<file path="src/rtl/seg_display_ctrl.sv">
// Hex 7-segment display controller: double-buffered display word, leading-zero
// blanking, blink, and either static per-digit outputs or a multiplexed scan.
module seg_display_ctrl #(
  parameter int NUM_DIGITS = 8,
  parameter int ACTIVE_LOW = 1,
  parameter int SCAN_DIV   = 1000,
  parameter int BLINK_HALF = 25_000_000
) (
  input  logic                         clk_i,
  input  logic                         rst_ni,
  input  logic                         load_valid_i,
  output logic                         load_ready_o,
  input  logic [4*NUM_DIGITS-1:0]      load_data_i,
  input  logic [NUM_DIGITS-1:0]        load_dp_i,
  input  logic                         blank_lz_i,
  input  logic [NUM_DIGITS-1:0]        blink_mask_i,
  input  logic                         scan_en_i,
  output logic [NUM_DIGITS-1:0][7:0]   segs_o,
  output logic [7:0]                   scan_seg_o,
  output logic [NUM_DIGITS-1:0]        scan_an_o
);

  localparam int   IDX_W = (NUM_DIGITS > 1) ? $clog2(NUM_DIGITS) : 1;
  localparam int   DIV_W = $clog2(SCAN_DIV);
  localparam int   BLK_W = $clog2(BLINK_HALF);
  localparam logic POL   = (ACTIVE_LOW != 0);

  function automatic logic [7:0] hex_code(input logic [3:0] nib);
    case (nib)
      4'h0: hex_code = 8'hFC;  4'h1: hex_code = 8'h60;
      4'h2: hex_code = 8'hDA;  4'h3: hex_code = 8'hF2;
      4'h4: hex_code = 8'h66;  4'h5: hex_code = 8'hB6;
      4'h6: hex_code = 8'hBE;  4'h7: hex_code = 8'hE0;
      4'h8: hex_code = 8'hFE;  4'h9: hex_code = 8'hF6;
      4'hA: hex_code = 8'hEE;  4'hB: hex_code = 8'h3E;
      4'hC: hex_code = 8'h9C;  4'hD: hex_code = 8'h7A;
      4'hE: hex_code = 8'h9E;  default: hex_code = 8'h8E;
    endcase
  endfunction

  logic                        pend_valid_q, pend_valid_d;
  logic [4*NUM_DIGITS-1:0]     pend_data_q, pend_data_d, act_data_q, act_data_d;
  logic [NUM_DIGITS-1:0]       pend_dp_q, pend_dp_d, act_dp_q, act_dp_d;
  logic                        shown_q, shown_d;
  logic [DIV_W-1:0]            div_q, div_d;
  logic [IDX_W-1:0]            idx_q, idx_d;
  logic [BLK_W-1:0]            blk_cnt_q, blk_cnt_d;
  logic                        phase_q, phase_d;
  logic [NUM_DIGITS-1:0][7:0]  segs_q, segs_d;
  logic [NUM_DIGITS-1:0]       scan_an_q, scan_an_d;
  logic [7:0]                  scan_seg_q, scan_seg_d;

  logic                        tick, wrap, commit, accept;
  logic [NUM_DIGITS:0]         zero_above;
  logic [NUM_DIGITS-1:0][7:0]  digit_raw;

  assign tick   = scan_en_i && (div_q == DIV_W'(SCAN_DIV - 1));
  assign wrap   = tick && (idx_q == IDX_W'(NUM_DIGITS - 1));
  assign commit = pend_valid_q && (!scan_en_i || wrap);
  assign accept = load_valid_i && !pend_valid_q;

  // zero_above[k]: digits k..NUM_DIGITS-1 carry neither a nonzero nibble nor a dp
  always_comb begin
    zero_above             = '0;
    zero_above[NUM_DIGITS] = 1'b1;
    for (int k = NUM_DIGITS - 1; k >= 0; k--) begin
      zero_above[k] = zero_above[k+1] && (act_data_q[4*k +: 4] == 4'h0) && !act_dp_q[k];
    end
  end

  for (genvar gi = 0; gi < NUM_DIGITS; gi++) begin : g_digit
    logic lz_blank, blank;
    if (gi == 0) begin : g_lsd
      assign lz_blank = 1'b0;
    end else begin : g_upper
      assign lz_blank = blank_lz_i && zero_above[gi];
    end
    assign blank = !shown_q || lz_blank || (phase_q && blink_mask_i[gi]);
    assign digit_raw[gi] = blank ? 8'h00
                                 : (hex_code(act_data_q[4*gi +: 4]) | {7'b0, act_dp_q[gi]});
    assign segs_o[gi] = segs_q[gi] ^ {8{POL}};
  end

  always_comb begin
    pend_valid_d = (pend_valid_q && !commit) || accept;
    pend_data_d  = accept ? load_data_i : pend_data_q;
    pend_dp_d    = accept ? load_dp_i   : pend_dp_q;
    act_data_d   = commit ? pend_data_q : act_data_q;
    act_dp_d     = commit ? pend_dp_q   : act_dp_q;
    shown_d      = shown_q || commit;

    div_d        = '0;
    idx_d        = '0;
    scan_an_d    = '0;
    scan_seg_d   = 8'h00;
    if (scan_en_i) begin
      div_d = tick ? '0 : div_q + 1'b1;
      idx_d = tick ? (wrap ? '0 : idx_q + 1'b1) : idx_q;
      scan_an_d[idx_q] = 1'b1;
      scan_seg_d       = digit_raw[idx_q];
    end

    if (blk_cnt_q == BLK_W'(BLINK_HALF - 1)) begin
      blk_cnt_d = '0;
      phase_d   = !phase_q;
    end else begin
      blk_cnt_d = blk_cnt_q + 1'b1;
      phase_d   = phase_q;
    end

    segs_d = digit_raw;
  end

  always_ff @(posedge clk_i or negedge rst_ni) begin
    if (!rst_ni) begin
      pend_valid_q <= 1'b0;
      pend_data_q  <= '0;
      pend_dp_q    <= '0;
      act_data_q   <= '0;
      act_dp_q     <= '0;
      shown_q      <= 1'b0;
      div_q        <= '0;
      idx_q        <= '0;
      blk_cnt_q    <= '0;
      phase_q      <= 1'b0;
      segs_q       <= '0;
      scan_an_q    <= '0;
      scan_seg_q   <= 8'h00;
    end else begin
      pend_valid_q <= pend_valid_d;
      pend_data_q  <= pend_data_d;
      pend_dp_q    <= pend_dp_d;
      act_data_q   <= act_data_d;
      act_dp_q     <= act_dp_d;
      shown_q      <= shown_d;
      div_q        <= div_d;
      idx_q        <= idx_d;
      blk_cnt_q    <= blk_cnt_d;
      phase_q      <= phase_d;
      segs_q       <= segs_d;
      scan_an_q    <= scan_an_d;
      scan_seg_q   <= scan_seg_d;
    end
  end

  assign load_ready_o = !pend_valid_q;
  assign scan_an_o    = scan_an_q ^ {NUM_DIGITS{POL}};
  assign scan_seg_o   = scan_seg_q ^ {8{POL}};

endmodule

</file>
<file path="config.mk">
export PLATFORM = sky130hd
export DESIGN_NAME = seg_display_ctrl
export DESIGN_NICKNAME = d
export VERILOG_FILES = /design/src/rtl/seg_display_ctrl.sv
export SDC_FILE = /design/constraint.sdc
export NUM_CORES = 1
export LEC_CHECK = 0
export ABC_AREA = 1
export BUFFER_PORTS_ARGS = -buffer_cell sky130_fd_sc_hd__buf_2
export CORE_MARGIN = 1
export CORE_UTILIZATION = 54
export DETAILED_ROUTE_END_ITERATION = 7
export GPL_TIMING_DRIVEN = 0
export PLACE_DENSITY_LB_ADDON = 0.1
export SLEW_MARGIN = 20
export SYNTH_ARGS = -nofsm -noshare
export SYNTH_HDL_FRONTEND = slang
export SYNTH_SLANG_ARGS = --single-unit
export TNS_END_PERCENT = 5
</file>
<file path="constraint.sdc">
create_clock -name clk_i -period 2.7 [get_ports clk_i]
set_clock_uncertainty 0.15 [all_clocks]
set_input_delay 0.135 -clock clk_i [delete_from_list [all_inputs] [get_ports clk_i]]
set_output_delay 0.135 -clock clk_i [all_outputs]
set_load 0.01 [all_outputs]
</file>
Word level (Yosys, flattened, before mapping) --
Memories as Yosys holds them, arrays and structs flattened. Index checks and enable logic that the tools add are counted.
Cells by class: equal/unequal tests 4, magnitude comparators 2, multiplexer cells 20, reduce and logical (&&, ||, !) cells 71, add/sub/neg operators 3, bitwise logic cells 18
Operators with widths (number):
- two-way mux 8 bit | 11
- inverter 8 bit | 10
- OR 8 x 1 -> 8 bit | 8
- logical AND 1 bit | 34
- zero test 4 bit | 7
- adder 25 x 1 -> 25 bit (second input constant) | 1
- equality test 25 bit (second input constant) | 1
- two-way mux 25 bit | 1
- binary-select mux 8 bit (select 3 bit) | 1
- two-way mux 10 bit | 2
- logical OR 1 bit | 18
- zero test 1 bit | 12
- adder 10 x 1 -> 10 bit (second input constant) | 1
- equality test 10 bit (second input constant) | 1
- two-way mux 3 bit | 3
- less-than comparator 3 x 4 -> 1 bit (second input constant) | 1
- adder 3 x 1 -> 3 bit (second input constant) | 1
- demux 1 bit (select 3 bit) | 1
- equality test 3 bit (second input constant) | 1
- greater-or-equal comparator 3 x 1 -> 1 bit (second input constant) | 1
- inequality test 2 x 1 -> 1 bit (second input constant) | 1
- two-way mux 1 bit | 1
Word-level totals: output and inout port bits 81, memory bits (read-only) 896, input port bits 53, register bits 201, memories kept 8, word-level logic and storage cells 146
Memory list:
- (no name shown) | depth 16, width 7, rd ports 1, clocked after memory_dff 0, write ports 0, line 29 | case (nib)
- (no name shown) | depth 16, width 7, rd ports 1, clocked after memory_dff 0, write ports 0, line 29
- (no name shown) | depth 16, width 7, rd ports 1, clocked after memory_dff 0, write ports 0, line 29
- (no name shown) | depth 16, width 7, rd ports 1, clocked after memory_dff 0, write ports 0, line 29
- (no name shown) | depth 16, width 7, rd ports 1, clocked after memory_dff 0, write ports 0, line 29
- (no name shown) | depth 16, width 7, rd ports 1, clocked after memory_dff 0, write ports 0, line 29
- +2 memories

Longest topological paths before layout --
Gate-level depths: netlist of run 1.
depth after elaboration 21, gate-level depth with buffers 15, depth with buffers taken out 15

Least setup slack after synthesis of run 1 --
No wires, ideal clock.
kind reg-to-reg, from reg act_data_q[28], to reg scan_seg_q[2], data arrival time 1.647 ns, slack 0.786 ns, path buffers 0, data required time 2.433 ns, cell stages (with the launch flop) 16, period minus slack after synthesis 1.914 ns, library setup time 0.117 ns, path through dfrtp_1 > inv_1 > ha_1 > inv_1 > nor2_1 > nand2_1 > nor2_2 > nand2_1 > nand2_1 > inv_1 > nand2_1 > nor2_1 > nor2_1 > nor2_1 > nand2_1 > nor2_1
On the way: cells in the longest elaborated chain, start to end 21, elaborated cells between the ends (all ways) 47, those cells by class mux: 10; bitwise: 1; reduce/logical: 35; memory: 1
Ends and longest elaborated chain:
- start, declared | line 42 | logic [4*NUM_DIGITS-1:0] pend_data_q, pend_data_d, act_data_q, act_data_d;
- start signal, assigned | line 133 | act_data_q <= act_data_d;
- zero test 4 bit | line 67 | zero_above[k] = zero_above[k+1] && (act_data_q[4*k +: 4] == 4'h0) && !act_dp_q[k];
- logical AND 1 bit (13 in a row) | line 67
- logical AND 1 bit | line 76 | assign lz_blank = blank_lz_i && zero_above[gi];
- logical OR 1 bit (2 in a row) | line 78 | assign blank = !shown_q || lz_blank || (phase_q && blink_mask_i[gi]);
- two-way mux 8 bit | line 79 | assign digit_raw[gi] = blank ? 8'h00
- binary-select mux 8 bit (select 3 bit) (*) | line 100 | scan_seg_d = digit_raw[idx_q];
- two-way mux 8 bit (not written as such) (*) | line 100
- two-way mux 8 bit (*) | line 96 | if (scan_en_i) begin
- named net scan_seg_d[2] | line 51 | logic [7:0] scan_seg_q, scan_seg_d;
- end signal, assigned | line 142 | scan_seg_q <= scan_seg_d;
- end, declared | line 51
The timed path passes the listed nets; every way through them passes the cells marked *. The select of a mux whose other input is x is not followed. A chain may end at the register's enable or synchronous reset.

Worst setup path in the final report of run 1 --
from reg act_data_q[28], to reg scan_seg_q[7]
Same word-level chain as after synthesis.

==> out/summary.txt, run 1 <==
status = complete, no violations
largest cells by area after synthesis = dfrtp_1 (47%), inv_1 (9.3%), nand2_1 (8.1%), nor2_1 (6.3%), ha_1 (4.2%)
Die Wd = 142 um
vias in the first global route = 8706
Worst Setup Slack, final = 0.237 ns
count of state elements after synthesis = 201
FILL cells = 1690
Post-CTS Hold Buffers = 49
# nets final = 1645
postcts setup bufs = 0
pre-CTS setup slack = 0.301 ns
worst-case clock buffer depth = 3
top-area cell type share of the netlist area = 47.2%
Multi-input gate area = 4370 sq um
Hold Violations, Final = 0
total core area = 19400 sq um
root buf cell = clkbuf_16
via count = 9310
Vias per Instance = 5.07
I/O pin cnt = 134
Max-Slew Margin vs Limit = 46.8%
leak pwr = 6.90 nW
Fmax = 406 MHz
syn nets = 1437
Final Util = 66.9%
Row Count = 51
CTS sink count = 201
register area = 5030 sq um
Cell variety after synth = 47
synth cell count leaders = inv_1 (264), nand2_1 (229), dfrtp_1 (201)
number of flops mapped to enable cells by yosys = 0
Tmin final = 2.46 ns
clk_lat worst skew = 0.50 ns
Starting DRT DRC Count = 617
die area = 20300 sq um
Max Fanout on Critical Path = 7
crit path DAT = 2.70 ns
ys async rst share = 100%
initial antenna violation count = 0
Avg WL per Cell = 13.9 um
max_cap viols = 0
first-pass GRT wire length = 42.2 mm
CP Buf/Inv Count = 3
worst flop-to-flop path startpoint = act_data_q[28]
Initial Util = 54.9%
Setup crit end kind = flip-flop
CTS-repair resized insts = 0
share of layout cells above drive strength 1 = 16.6%
synthesized area = 10700 sq um
dominant synthesized flop cell = dfrtp_1
slew at the pin closest to its max-slew limit = 0.795 ns
sequential area share after synthesis = 47.2%
critical path's slowest cell = dfrtp_1
crit path launch type = flip-flop
Final setup violation count = 0
unrepaired setup endpoints after global routing = no
kind of critical path = reg2reg
hold path startpoint = blink_mask_i[3]
yosys synthesis warning count = 0
DRT antenna net count = 0
delay-heaviest family, CP = simple AND/OR/NAND/NOR gates
total chip power = 11.0 mW
cell taking the most area after synthesis = dfrtp_1
setup TNS = 0 ns
H-Tree Depth = 1
PortBufs = 132
final wirelength = 25.6 mm
pwr/cell area = 851 nW/um^2
area added between synthesis and finish = 21.8%
gate count after technology mapping = 1348
largest net degree at the start of global routing = 101
CP Cell Sequence = inv_1, ha_1, inv_1, nor2_1, nand2_1, nor2_2, nand2_1, nand2_1, inv_1, nand2_1, nor2_1, nor2_1, nor2_1, nand2_1, nor2_1
fin crit share = 91.2%
WP data required = 2.94 ns
VDD IR-drop max = 0.000555 V
drc violations = 0
Final HPWL DP = 18.7 mm
CTS tree = done
Slew Limit Fails = 0
total CTS buffers = 23
GRT Residual Overflow = 0
average cell area after synthesis = 7.91 sq um
Placer Congestion = 0.914
most common cell in the netlist = inv_1
WHS = 0.0365 ns
worst setup path start = act_data_q[28]
diode count = 0
DRT Pass-1 Iters = 5
worst hold path class = in2reg
Worst path max stage delay = 0.42 ns
Die Y = 142 um
clock transition at the registers of the reported paths = 0.06 ns
gr usage total = 26.2%
==> kinds of logic after synthesis <==
family	after synthesis	synth area share (%)
DFF	201	47.2
and+or+nand+nor	584	24.9
adders and majority gates	36	4.23
buffers and inverters	310	11.8
xor gates and xnor gates	7	0.575
AOI/OAI and AO/OA	210	11.3
==> worst min-delay path, cell delays in order <==
cell and delay [ns]:
buf_2 0.10, a21oi_1 0.22, nand3_2 0.14, inv_1 0.05
==> final cells by class <==
class,count,area share [%]
tap,265,2.56
timing repair buffer,183,9.37
multi-input combinational,837,33.6
clock inverter,8,0.762
buffer,36,1.75
sequential,201,38.8
clock buffer,33,5.19
inverter,274,7.97
==> per-layer routing <==
| layer | up-vias | global-route usage (%) | wire length (um) |
|---|---|---|---|
| li1 | 4667 | - | - |
| met1 | 4321 | 36.8 | 12000 |
| met2 | 278 | 42.9 | 11800 |
| met3 | 44 | 2.83 | 1280 |
| met4 | 0 | 7.81 | 588 |
| met5 | - | 0 | 0 |
==> power breakdown <==
part	switching (mW)	leakage (nW)	internal [mW]
clock	1.20	0.376	1.92
combinational	2.32	4.16	1.39
sequential	0.406	2.37	3.80
total	3.93	6.90	7.11
==> sequential cells by signal (all words and copies together) (netlist names), 8 cells and up <==
name / count
act_data_q: 32
div_q: 10
blk_cnt_q: 25
scan_an_q: 8
act_dp_q: 8
segs_q: 64
pend_dp_q: 8
scan_seg_q: 8
pend_data_q: 32
==> through the flow <==
stage | cell area (sq um) | cells
after CTS | 13000 | 1837
final | 13000 | 1837
after global placement | 11600 | 1745
after detailed placement | 11700 | 1747
after floorplan | 10700 | 1348
after global routing | 13000 | 1837
==> cell usage in the layout, fill, tap and decap left out, types with 6 or more instances in the layout <==
| cell type | n |
|---|---|
| inv_1 | 264 |
| nand2_1 | 229 |
| dfrtp_1 | 201 |
| nor2_1 | 179 |
| buf_2 | 143 |
| a21oi_1 | 81 |
| nand3_1 | 72 |
| o21ai_0 | 57 |
| dlygate4sd3_1 | 49 |
| ha_1 | 36 |
| nand4_1 | 34 |
| nor3_1 | 27 |
| o21ai_2 | 23 |
| clkbuf_16 | 23 |
| o21ai_1 | 19 |
| clkbuf_1 | 17 |
| a31oi_1 | 11 |
| o211ai_1 | 11 |
| buf_6 | 10 |
| nor2_2 | 7 |
| inv_2 | 6 |
| xor2_1 | 6 |
| clkbuf_8 | 6 |
==> path summary, 6_finish.rpt <==
kind | slack (ns) | end | cells after the start
max in group asynchronous | 1.16 | segs_q[40] | 3
hold / removal | 0.04 | segs_q[30] | 4
setup reg to reg | 0.24 | scan_seg_q[7] | 15
min in group asynchronous | 0.11 | segs_q[63] | 3
hold reg to reg | 0.32 | div_q[0] | 1
setup / recovery | 0.24 | scan_seg_q[7] | 15
No activity file was read; power rests on OpenSTA's default activity.
==> inputs of run 2 (changes only) <==
--- a/config.mk
+++ b/config.mk
@@ -7,8 +7,10 @@
 export LEC_CHECK = 0
 export ABC_AREA = 1
 export BUFFER_PORTS_ARGS = -buffer_cell sky130_fd_sc_hd__buf_2
+export CELL_PAD_IN_SITES_DETAIL_PLACEMENT = 0
+export CELL_PAD_IN_SITES_GLOBAL_PLACEMENT = 1
 export CORE_MARGIN = 1
-export CORE_UTILIZATION = 54
+export CORE_UTILIZATION = 43
 export DETAILED_ROUTE_END_ITERATION = 7
 export GPL_TIMING_DRIVEN = 0
 export PLACE_DENSITY_LB_ADDON = 0.1
==> run 2 against run 1 <==
Against the previous run: global-route usage down 4.8 points; via count shrank 3.0%; cell count grew 3.3%; largest cell class unchanged; highest routed layer unchanged.
==> out/summary.txt, run 2 (same netlist as run 1, synthesis figures left out) <==
H-Tree Depth = 1 (unchanged)
DRT antenna net count = 0 (unchanged)
I/O pin cnt = 134 (unchanged)
Largest register FFs = 64 (unchanged)
Max Fanout on Critical Path = 7 (unchanged)
DRT Pass-1 Iters = 5 (unchanged)
unrepaired setup endpoints after global routing = no
largest net degree at the start of global routing = 97 (-4.0%)
Starting DRT DRC Count = 442 (-28%)
max_cap viols = 0 (unchanged)
most used routing layer = met2
largest register by flop count = segs_q
VDD IR-drop max = 0.000497 V (-10%)
WP data required = 2.96 ns (+0.02 ns)
pwr/cell area = 843 nW/um^2 (-0.97%)
Worst Setup Slack, final = 0.300 ns (+0.0626 ns)
total core area = 24300 sq um (+25%)
diode count = 0 (unchanged)
pre-CTS setup slack = 0.202 ns (-0.0984 ns)
met1 usage = 30.7% (-6.1 points)
Max-Slew Margin vs Limit = 49.3% (+2.5 points)
Final setup violation count = 0 (unchanged)
die area = 25400 sq um (+25%)
GRT Residual Overflow = 0 (unchanged)
Tmin final = 2.40 ns (-0.0626 ns)
CP Cell Sequence = inv_1, ha_1, inv_1, nor2_1, nand2_1, nor2_2, nand2_1, nand2_1, inv_1, nand2_1, nor2_1, nor2_2, nor2_1, nand2_1, nor2_1
Avg WL per Cell = 14.1 um (+0.91%)
via count = 9034 (-3.0%)
total CTS buffers = 24 (+4.3%)
Setup crit end kind = flip-flop
crit path DAT = 2.66 ns (-0.04 ns)
top flop regs = segs_q x64, act_data_q x32, pend_data_q x32
worst-case clock buffer depth = 3 (unchanged)
postcts setup bufs = 0 (unchanged)
Final HPWL DP = 20.0 mm (+6.7%)
leak pwr = 6.92 nW (+0.21%)
crit path launch type = flip-flop
Die Y = 159 um (+12%)
critical path's slowest cell = dfrtp_1
CTS sink count = 201 (unchanged)
Die Wd = 159 um (+12%)
# nets final = 1649 (+0.24%)
met2 usage = 34.4% (-8.4 points)
fin crit share = 88.9% (-2.3 points)
hold depth = 4 (unchanged)
slew at the pin closest to its max-slew limit = 0.760 ns (-0.0345 ns)
most common cell after layout, fill and taps aside = inv_1
total chip power = 11.0 mW (-0.22%)
routing usage on met3 = 2.94% (+0.12 points)
most frequent cells in the layout = inv_1 (264), nand2_1 (229), dfrtp_1 (201), nor2_1 (178), buf_2 (143)
Placer Congestion = 0.909 (-0.63%)
clock transition at the registers of the reported paths = 0.06 ns (about the same)
Worst path max stage delay = 0.43 ns (about the same)
worst hold path class = in2reg
status = complete, no violations
share of layout cells above drive strength 1 = 16.8% (+0.23 points)
R2R cell count = 15 (unchanged)
root buf cell = clkbuf_16
clk_lat worst skew = 0.53 ns (+0.03 ns)
CTS tree = done
kind of critical path = reg2reg
first-pass GRT wire length = 43.8 mm (+3.7%)
Vias per Instance = 4.76 (-6.1%)
most numerous cell on the critical path = nand2_1
Hold Violations, Final = 0 (unchanged)
gr usage total = 21.4% (-4.8 points)
drc violations = 0 (unchanged)
PortBufs = 132 (unchanged)
Initial Util = 43.8% (-11 points)
initial antenna violation count = 0 (unchanged)
final wirelength = 26.7 mm (+4.3%)
Row Count = 57 (+12%)
Fmax = 417 MHz (+2.6%)
vias in the first global route = 8643 (-0.72%)
area added between synthesis and finish = 22.7%
Slew Limit Fails = 0 (unchanged)
## run 2: cell count changes in the layout (fill, tap and decap cells not counted)
cell           delta
clkbuf_1          -4
clkinv_2          +3
dlygate4sd3_1     +3
clkbuf_8          -2
inv_6             +2
bufinv_16         -1
clkbuf_16         +1
clkinv_4          -1
clkinv_8          +1
nor2_1            -1
nor2_2            +1
## run 2: final cells by class
cell class | instances | area [sq um]
Sequential cell | 201 | 5030
Buffer | 36 | 226
Timing Repair Buffer | 186 | 1250
Clock inverter | 12 | 109
Multi-Input combinational cell | 837 | 4370
Fill cell | 2376 | 11200
Clock buffer | 28 | 656
Tap cell | 324 | 405
Inverter | 274 | 1030
## run 2: report_power, final
group          switching, mW  internal, mW  total (mW)
clock                   1.26          1.83        3.08
sequential             0.393          3.80        4.19
combinational           2.34          1.40        3.74
## run 2: what timing repair did
item	CTS	global route
endpoints found under the hold margin	279	0
endpoints found under the setup margin	0	1
gates resized for setup	0	1
hold buffers	52	0
## run 2: worst paths after layout
check,from,slack (ns),to
worst max-delay path,act_data_q[28],0.30,scan_seg_q[2]
worst min-delay path,blink_mask_i[1],0.05,segs_q[10]
worst max register to register,act_data_q[28],0.30,scan_seg_q[2]
worst min register to register,div_q[0],0.31,div_q[0]
max in group asynchronous,rst_ni,1.48,act_data_q[27]
min in group asynchronous,rst_ni,0.09,pend_data_q[30]
## run 2: worst max-delay path: cells and delay by family, from the launching register on
kind | cells | cell delay, ns
DFF | 1 | 0.43
and+or+nand+nor | 11 | 1.19
buffers and inverters | 3 | 0.28
adders and majority gates | 1 | 0.25
## run 2: metrics by stage
stage	hold WS (ns)	TNS, ns	instance area [sq um]	cells	utilization, %
CTS	0.00872	0	13100	1898	53.8
finish	0.0483	0	13100	1898	53.8
detailed placement	-0.193	0	11800	1806	48.5
floorplan	-0.311	0	10700	1348	-
global route	0.0898	0	13100	1898	53.8
global placement	0.230	-408.48	11700	1804	48.2
## run 2: routing by layer
metal	wire length, um	vias to the layer above
li1	-	4672
met1	12900	4136
met2	12100	194
met3	1350	32
met4	403	0
met5	0	-
